**src/rtl/video_mem_responder_if.sv**
```systemverilog
// rtl/video_mem_responder_if.sv - video/CPU request and DRAM cycle bus for the memory responder
interface video_mem_responder_if #(
  parameter int ADDR_W = 21,
  parameter int DATA_W = 16
);
  logic              video_go;
  logic [1:0]        video_bw;
  logic [ADDR_W-1:0] video_addr;
  logic              video_next;
  logic              video_strobe;
  logic [DATA_W-1:0] video_data;

  logic              cpu_req;
  logic              cpu_rnw;
  logic [ADDR_W-1:0] cpu_addr;
  logic [DATA_W-1:0] cpu_wdata;
  logic              cpu_next;
  logic              cpu_strobe;
  logic [DATA_W-1:0] cpu_rdata;

  logic              dram_req;
  logic              dram_rnw;
  logic [ADDR_W-1:0] dram_addr;
  logic [DATA_W-1:0] dram_wdata;
  logic              dram_rrdy;
  logic [DATA_W-1:0] dram_rdata;

  // slave: the responder; master: requesters plus DRAM controller
  modport slave (
    input  video_go, video_bw, video_addr, cpu_req, cpu_rnw, cpu_addr, cpu_wdata,
           dram_rrdy, dram_rdata,
    output video_next, video_strobe, video_data, cpu_next, cpu_strobe, cpu_rdata,
           dram_req, dram_rnw, dram_addr, dram_wdata
  );

  modport master (
    output video_go, video_bw, video_addr, cpu_req, cpu_rnw, cpu_addr, cpu_wdata,
           dram_rrdy, dram_rdata,
    input  video_next, video_strobe, video_data, cpu_next, cpu_strobe, cpu_rdata,
           dram_req, dram_rnw, dram_addr, dram_wdata
  );
endinterface

```
**src/rtl/video_mem_responder.sv**
```systemverilog
// rtl/video_mem_responder.sv - DRAM slot arbiter between video fetch and CPU, one cycle per cend period
module video_mem_responder #(
  parameter int ADDR_W = 21,
  parameter int DATA_W = 16
) (
  input  logic                     clk,
  input  logic                     rst_n,
  input  logic                     cend,
  input  logic                     pre_cend,
  video_mem_responder_if.slave     bus
);
  typedef enum logic [1:0] {OWN_NONE, OWN_VIDEO, OWN_CPU} owner_t;

  owner_t            owner, next_owner, decide;
  logic [2:0]        slot;
  logic              done;
  logic              video_slot;
  logic              video_next, video_strobe, cpu_next, cpu_strobe;
  logic              dram_req, dram_rnw;
  logic [ADDR_W-1:0] dram_addr;
  logic [DATA_W-1:0] dram_wdata, video_data, cpu_rdata;

  always_comb begin
    video_slot = 1'b0;
    case (bus.video_bw)
      2'b00:   video_slot = (slot == 3'd0);
      2'b01:   video_slot = (slot[1:0] == 2'd0);
      default: video_slot = (slot[0] == 1'b0);
    endcase
    decide = OWN_NONE;
    if (bus.video_go && video_slot) decide = OWN_VIDEO;
    else if (bus.cpu_req)           decide = OWN_CPU;
  end

  // Decision is taken on pre_cend so the next pulses line up with the cend clk itself
  always_ff @(posedge clk or negedge rst_n) begin
    if (!rst_n) begin
      owner <= OWN_NONE; next_owner <= OWN_NONE; slot <= 3'd0; done <= 1'b0;
      video_next <= 1'b0; video_strobe <= 1'b0; cpu_next <= 1'b0; cpu_strobe <= 1'b0;
      dram_req <= 1'b0; dram_rnw <= 1'b0; dram_addr <= '0; dram_wdata <= '0;
      video_data <= '0; cpu_rdata <= '0;
    end else begin
      video_next   <= 1'b0;
      cpu_next     <= 1'b0;
      video_strobe <= 1'b0;
      cpu_strobe   <= 1'b0;

      if (!bus.video_go) slot <= 3'd0;
      else if (cend)     slot <= slot + 3'd1;

      if (pre_cend) begin
        next_owner <= decide;
        video_next <= (decide == OWN_VIDEO);
        cpu_next   <= (decide == OWN_CPU);
      end

      if (cend) begin
        owner      <= next_owner;
        next_owner <= OWN_NONE;
        done       <= 1'b0;
        case (next_owner)
          OWN_VIDEO: begin
            dram_req <= 1'b1; dram_rnw <= 1'b1;
            dram_addr <= bus.video_addr; dram_wdata <= '0;
          end
          OWN_CPU: begin
            dram_req <= 1'b1; dram_rnw <= bus.cpu_rnw;
            dram_addr <= bus.cpu_addr; dram_wdata <= bus.cpu_wdata;
          end
          default: begin
            dram_req <= 1'b0; dram_rnw <= 1'b0;
            dram_addr <= '0; dram_wdata <= '0;
          end
        endcase
      end else if (bus.dram_rrdy && !done && owner != OWN_NONE) begin
        // Only the first ready of a period completes the cycle
        done <= 1'b1;
        if (owner == OWN_VIDEO) begin
          video_data   <= bus.dram_rdata;
          video_strobe <= 1'b1;
        end else begin
          if (dram_rnw) cpu_rdata <= bus.dram_rdata;
          cpu_strobe <= 1'b1;
        end
      end
    end
  end

  assign bus.video_next   = video_next;
  assign bus.video_strobe = video_strobe;
  assign bus.video_data   = video_data;
  assign bus.cpu_next     = cpu_next;
  assign bus.cpu_strobe   = cpu_strobe;
  assign bus.cpu_rdata    = cpu_rdata;
  assign bus.dram_req     = dram_req;
  assign bus.dram_rnw     = dram_rnw;
  assign bus.dram_addr    = dram_addr;
  assign bus.dram_wdata   = dram_wdata;
endmodule

```
**src/flat_wrapper.sv**
```systemverilog
// flat-port wrapper written by rule: the top's interface ports become plain ports
module video_mem_responder_flat 
#(
  parameter int ADDR_W = 21,
  parameter int DATA_W = 16
)
  (clk, rst_n, cend, pre_cend, bus_video_go, bus_video_bw, bus_video_addr, bus_cpu_req, bus_cpu_rnw, bus_cpu_addr, bus_cpu_wdata, bus_dram_rrdy, bus_dram_rdata, bus_video_next, bus_video_strobe, bus_video_data, bus_cpu_next, bus_cpu_strobe, bus_cpu_rdata, bus_dram_req, bus_dram_rnw, bus_dram_addr, bus_dram_wdata);
  video_mem_responder_if #(.ADDR_W(ADDR_W), .DATA_W(DATA_W)) bus_i ();
  input  logic clk;
  input  logic rst_n;
  input  logic cend;
  input  logic pre_cend;
  input wire logic [$bits(bus_i.video_go)-1:0] bus_video_go;
  input wire logic [$bits(bus_i.video_bw)-1:0] bus_video_bw;
  input wire logic [$bits(bus_i.video_addr)-1:0] bus_video_addr;
  input wire logic [$bits(bus_i.cpu_req)-1:0] bus_cpu_req;
  input wire logic [$bits(bus_i.cpu_rnw)-1:0] bus_cpu_rnw;
  input wire logic [$bits(bus_i.cpu_addr)-1:0] bus_cpu_addr;
  input wire logic [$bits(bus_i.cpu_wdata)-1:0] bus_cpu_wdata;
  input wire logic [$bits(bus_i.dram_rrdy)-1:0] bus_dram_rrdy;
  input wire logic [$bits(bus_i.dram_rdata)-1:0] bus_dram_rdata;
  output wire logic [$bits(bus_i.video_next)-1:0] bus_video_next;
  output wire logic [$bits(bus_i.video_strobe)-1:0] bus_video_strobe;
  output wire logic [$bits(bus_i.video_data)-1:0] bus_video_data;
  output wire logic [$bits(bus_i.cpu_next)-1:0] bus_cpu_next;
  output wire logic [$bits(bus_i.cpu_strobe)-1:0] bus_cpu_strobe;
  output wire logic [$bits(bus_i.cpu_rdata)-1:0] bus_cpu_rdata;
  output wire logic [$bits(bus_i.dram_req)-1:0] bus_dram_req;
  output wire logic [$bits(bus_i.dram_rnw)-1:0] bus_dram_rnw;
  output wire logic [$bits(bus_i.dram_addr)-1:0] bus_dram_addr;
  output wire logic [$bits(bus_i.dram_wdata)-1:0] bus_dram_wdata;
  assign bus_i.video_go = bus_video_go;
  assign bus_i.video_bw = bus_video_bw;
  assign bus_i.video_addr = bus_video_addr;
  assign bus_i.cpu_req = bus_cpu_req;
  assign bus_i.cpu_rnw = bus_cpu_rnw;
  assign bus_i.cpu_addr = bus_cpu_addr;
  assign bus_i.cpu_wdata = bus_cpu_wdata;
  assign bus_i.dram_rrdy = bus_dram_rrdy;
  assign bus_i.dram_rdata = bus_dram_rdata;
  assign bus_video_next = bus_i.video_next;
  assign bus_video_strobe = bus_i.video_strobe;
  assign bus_video_data = bus_i.video_data;
  assign bus_cpu_next = bus_i.cpu_next;
  assign bus_cpu_strobe = bus_i.cpu_strobe;
  assign bus_cpu_rdata = bus_i.cpu_rdata;
  assign bus_dram_req = bus_i.dram_req;
  assign bus_dram_rnw = bus_i.dram_rnw;
  assign bus_dram_addr = bus_i.dram_addr;
  assign bus_dram_wdata = bus_i.dram_wdata;
  video_mem_responder #(.ADDR_W(ADDR_W), .DATA_W(DATA_W)) u_core (.clk(clk), .rst_n(rst_n), .cend(cend), .pre_cend(pre_cend), .bus(bus_i));
endmodule
```
**config.mk**
```make
export PLATFORM = sky130hd
export DESIGN_NAME = video_mem_responder_flat
export DESIGN_NICKNAME = d
export VERILOG_FILES = /design/src/rtl/video_mem_responder_if.sv /design/src/rtl/video_mem_responder.sv /design/src/flat_wrapper.sv
export SDC_FILE = /design/constraint.sdc
export NUM_CORES = 1
export LEC_CHECK = 0
export CAP_MARGIN = 20
export CORE_ASPECT_RATIO = 1.4
export CORE_UTILIZATION = 45
export CTS_CLUSTER_DIAMETER = 30
export CTS_CLUSTER_SIZE = 40
export DETAILED_ROUTE_END_ITERATION = 6
export PLACE_DENSITY = 0.82
export SETUP_SLACK_MARGIN = 0.1
export SYNTH_ARGS = -nofsm -noshare
export SYNTH_HDL_FRONTEND = slang
export SYNTH_SLANG_ARGS = --single-unit
```
**constraint.sdc**
```tcl
create_clock -name clk -period 3.6 [get_ports clk]
set_input_delay 0.72 -clock clk [delete_from_list [all_inputs] [get_ports clk]]
set_output_delay 0.72 -clock clk [all_outputs]
set_load 0.01 [all_outputs]
```
=== Word level (Yosys, flattened, before mapping) ===
Index checks and enable logic that the tools add are counted.

* Flip-flop bits (word level): 83
* Bits of input ports: 84
* Word-level logic and storage cells: 59

* Add/sub/neg operators: 1
* Equality and inequality tests: 7
* Multiplexer cells: 21
* Bitwise operators: 3
* Reduce and logical (&&, ||, !) cells: 13

{| class="wikitable"
|+ Operator list
! kind !! number
|-
| $pmux 21 s2 || 1
|-
| $mux 16 || 1
|-
| $mux 1 || 11
|-
| $eq 2x1->1 const B || 4
|-
| $mux 2 || 4
|-
| $mux 3 || 2
|-
| $reduce_bool 2->1 || 3
|-
| $eq 2x2->1 const B || 2
|-
| $logic_not 2->1 || 2
|-
| $pmux 1 s2 || 2
|-
| $reduce_and 4->1 || 1
|-
| $add 3x1->3 const B || 1
|-
| $logic_and 1x1->1 || 3
|-
| $logic_not 3->1 || 1
|-
| $not 1->1 || 3
|-
| $reduce_and 3->1 || 1
|-
| $ne 2x2->1 const B || 1
|-
| $reduce_or 2->1 || 1
|-
| $logic_not 1->1 || 1
|}

=== Depth between registers and ports, before layout ===
* Word-level depth: 6
* Mapped depth: 6
* Depth with buffers taken out: 5

=== Least setup slack after synthesis ===
OpenSTA, ideal clock, no wires.

* Kind: in2reg
* From: input port cend
* To: register u_core.cpu_rdata[0], in the netlist u_core.bus.cpu_rdata[0]
* Arrival: 1562 ps
* Data required time: 3475 ps
* Slack: 1913 ps
* Stages on the path: 4
* Buffers on the path: 1
* Path through: and4bb_2 > nand2_4 > buf_6 > mux2_4

* Word-level cells in the longest chain between the ends: 2

{| class="wikitable"
|+ RTL lines
! what !! line !! source
|-
| from (decl) || flat_wrapper.sv:11 || <nowiki>input logic cend;</nowiki>
|-
| $not 1->1 (no source line) || -- ||
|-
| $reduce_and 4->1 (no source line) || -- ||
|-
| to (signal assigned) || video_mem_responder.sv:82 || <nowiki>if (dram_rnw) cpu_rdata <= bus.dram_rdata;</nowiki>
|-
| to (decl) || video_mem_responder.sv:21 || <nowiki>logic [DATA_W-1:0] dram_wdata, video_data, cpu_rdata;</nowiki>
|}

No other way between the ends.
A chain may end at the register's enable or synchronous reset.

=== Worst setup path in the final report ===
* From: register u_core.dram_rnw, in the netlist u_core.bus.dram_rnw
* To: output port bus_dram_rnw

{| class="wikitable"
|+ RTL lines
! what !! line !! source
|-
| from (decl) || video_mem_responder.sv:19 || <nowiki>logic dram_req, dram_rnw;</nowiki>
|-
| from (signal assigned) || video_mem_responder.sv:40 || <nowiki>dram_req <= 1'b0; dram_rnw <= 1'b0; dram_addr <= '0; dram_wdata <= '0;</nowiki>
|-
| from (signal assigned) || video_mem_responder.sv:63 || <nowiki>dram_req <= 1'b1; dram_rnw <= 1'b1;</nowiki>
|-
| from (signal assigned) || video_mem_responder.sv:67 || <nowiki>dram_req <= 1'b1; dram_rnw <= bus.cpu_rnw;</nowiki>
|-
| to (decl) || flat_wrapper.sv:29 || <nowiki>output wire logic [$bits(bus_i.dram_rnw)-1:0] bus_dram_rnw;</nowiki>
|}

No word-level cell between the ends.

==> impl_results.md <==
* Status: completed
* Cell Area, Placed at 5110 um2
* Total Routing Usage GR at 0.212
* Synth Area in Compound Gates at 0.124
* DRC at 0
* Top post-synthesis cells by area: dfrtp_1 (60%), mux2_2 (7.8%), inv_1 (4.9%)
* Worst path cell trace: clkdlybuf4s50_1
* Die Area at 8100 um2
* Antenna violations before repair at 0
* Largest net degree at the start of global routing at 84
* DP Wirelength at 5950 um
* Final period util at 0.573
* Yosys cell types at 31
* RePlAce Congestion at 0.696
* Chip Width at 76.3 um
* Antenna cells at 0
* Wire per inst at 15.0 um
* Synth Instances at 288
* Count of final setup violators at 0
* Drt first pass iters at 6
* Crit path launch type: flop
* Unrepaired setup endpoints after global routing: no
* Util after Layout at 0.718
* First-pass GRT wire length at 13300 um
* Port Buf Inserts at 158
* Measured slew at the worst slew-check pin at 0.864 ns
* CP required at 2.88 ns
* Max Cap Violations at 0
* Share of flip-flops with an asynchronous set or reset at 1.00
* Top_reg_cell synth: dfrtp_1
* Die height at 106 um
* Layout cell share with drive strength beyond 1 at 0.132
* Critical path class: flop to primary output
* CP max-delay cell: clkdlybuf4s50_1
* GR Overflow Total at 0
* Reg clk slew, reported paths at 0.07 ns
* Crit path time final at 2.06 ns
* Vias per cell at 5.06
* Final Hold Fails at 0
* LEAKAGE at 0.00233 uW
* Syn Nets at 376
* Pins over their slew limit at 0
* Slew headroom at 0.424
* CTS tree: done
* Number of synthesis warnings at 0
* # clock sinks at 83
* Part of the Yosys area used for sequential elements at 0.597
* Routed Antenna Nets at 0
* # resized after CTS at 0
* Max FO, Critical Path at 3
* Routed vias at 2756
* Cts hold-fix bufs at 0
* Adder-Cell Fraction of Synth Area at 0.0144
* Iteration-0 DRC Markers at 104
* Row count at 37
* Total Wirelength at 8180 um
* CP delay by family, top: buffers and inverters
* Final cell count without fillers at 545
* Mux contribution to synthesized area at 0.127
* Tot Pwr at 2290 uW
* H-tree depth at 3
* Crit. End Element: primary output
* Setup Skew at 0.00925 ns
* Nets@finish at 531
* Yosys top cell by area: dfrtp_1
* Pwr dens at 430 nW/um2
* Simple-gate share of the synthesized area at 0.0611
* Post-Synth XOR/XNOR Area at 0.00503
* CP peak stage delay at 0.58 ns
* Sum Neg Setup Slack at 0 ns
* Buffers & Inverters on Critical Path at 1
* Reg2Reg Depth at 4
* Share of the synthesized area in the top cell type at 0.597
* Vias in the first global route at 2831
* Avg Inst Size Synth at 12.1 um2
* Max VDD drop at 264 uV
* CP Depth at 1
* Maximum clock frequency at 485 MHz
* Synth cell count leaders: dfrtp_1 (83), inv_1 (45), mux2_2 (24)
* Post-route design area at 5320 um2
* Largest family of logic cells by synthesized area: multiplexers
* HP Class: input port to asynchronous set/reset pin
* Post-CTS Setup Inserts at 0
* Post-Syn Area at 3480 um2
* EDFF count, synth at 0
* Layout area overhead at 52.8%
* Core Region at 7410 um2
* I/O pin total at 159
* CTS root buf: clkbuf_8
* Starting Density at 0.470
* Clk buf depth at 2
* Post-synthesis register bit count at 83
* Top-count cell post-synth: dfrtp_1
* Arr. time, crit path at 1.34 ns
* CTS buffer count at 9
* Clock latency on the worst-skew pair at 0.36 ns
* Inst Count DP at 528
## report_power, final
part,internal (uW),switching [uW],total (uW)
clock network,333,317,650
registers,1040,57.1,1090
logic,342,201,542
## worst reg2reg max path: cells and delay by family, from the launching register on
kind,cells,cell delay [ns]
fa+ha+maj,1,0.26
simple gates,1,0.66
flops,1,0.41
buf+inv,1,0.06
compound gates,1,0.23
## metal layers
layer	routed length, um	global-route usage
met1	3200	0.240
met2	4230	0.373
met3	552	0.0584
met4	188	0.0948
met5	0	0
## area by class of cell
| class | instances | area, um2 |
|---|---|---|
| fill | 531 | 2090 |
| sequential | 83 | 2080 |
| timing repair buffer | 161 | 1610 |
| multi-input combinational | 143 | 1150 |
| inverter | 45 | 169 |
| clock buffer | 10 | 138 |
| tap | 97 | 121 |
| clock inverter | 6 | 55.1 |
## logic make-up (layout without fill, tap and decap cells)
kind of cell | after synthesis | after routing
flops | 83 | 83
compound gates | 68 | 68
buf+inv | 62 | 222
mux | 36 | 36
simple gates | 33 | 33
fa+ha+maj | 4 | 4
xor+xnor | 2 | 2
## worst paths after layout
kind / startpoint / to / slack, ns
setup / recovery: u_core.bus.dram_rnw / bus_dram_rnw / 1.54
hold / removal: rst_n / u_core.bus.cpu_rdata[7] / 0.32
setup reg to reg: u_core.next_owner[0] / u_core.bus.dram_req / 1.81
hold reg to reg: u_core.bus.video_data[0] / u_core.bus.video_data[0] / 0.51
max in group asynchronous: rst_n / u_core.bus.dram_addr[11] / 2.69
min in group clk: u_core.bus.video_data[0] / u_core.bus.video_data[0] / 0.51
## registers in the layout (all words and copies together) (netlist names)
signal / count
u_core.bus.video_data: 16
u_core.slot: 3
u_core.bus.cpu_strobe: 1
u_core.bus.video_strobe: 1
u_core.bus.dram_wdata: 16
u_core.bus.video_next: 1
u_core.bus.dram_addr: 21
u_core.bus.dram_rnw: 1
u_core.bus.cpu_next: 1
u_core.next_owner: 2
u_core.owner: 2
u_core.done: 1
u_core.bus.cpu_rdata: 16
u_core.bus.dram_req: 1
## through the flow
step                      setup slack, ns  hold WS, ns
after CTS                            1.51        0.510
final                                1.54        0.318
after global routing                 1.47        0.348
after floorplan                      1.91        0.424
after global placement               1.26        0.488
after detailed placement             1.18        0.492
## placed cells by master, fill, tap and decap left out, types with 4 or more instances in the layout
| master | instances |
|---|---|
| mux2_4 | 10 |
| a22oi_1 | 21 |
| clkinv_2 | 5 |
| ha_1 | 4 |
| clkbuf_8 | 10 |
| nand3_1 | 16 |
| o22ai_1 | 22 |
| o21ai_0 | 19 |
| clkdlybuf4s50_1 | 156 |
| inv_1 | 45 |
| mux2_2 | 24 |
| nand2b_1 | 4 |
| dfrtp_1 | 83 |
(Power assumes the default switching activity.)
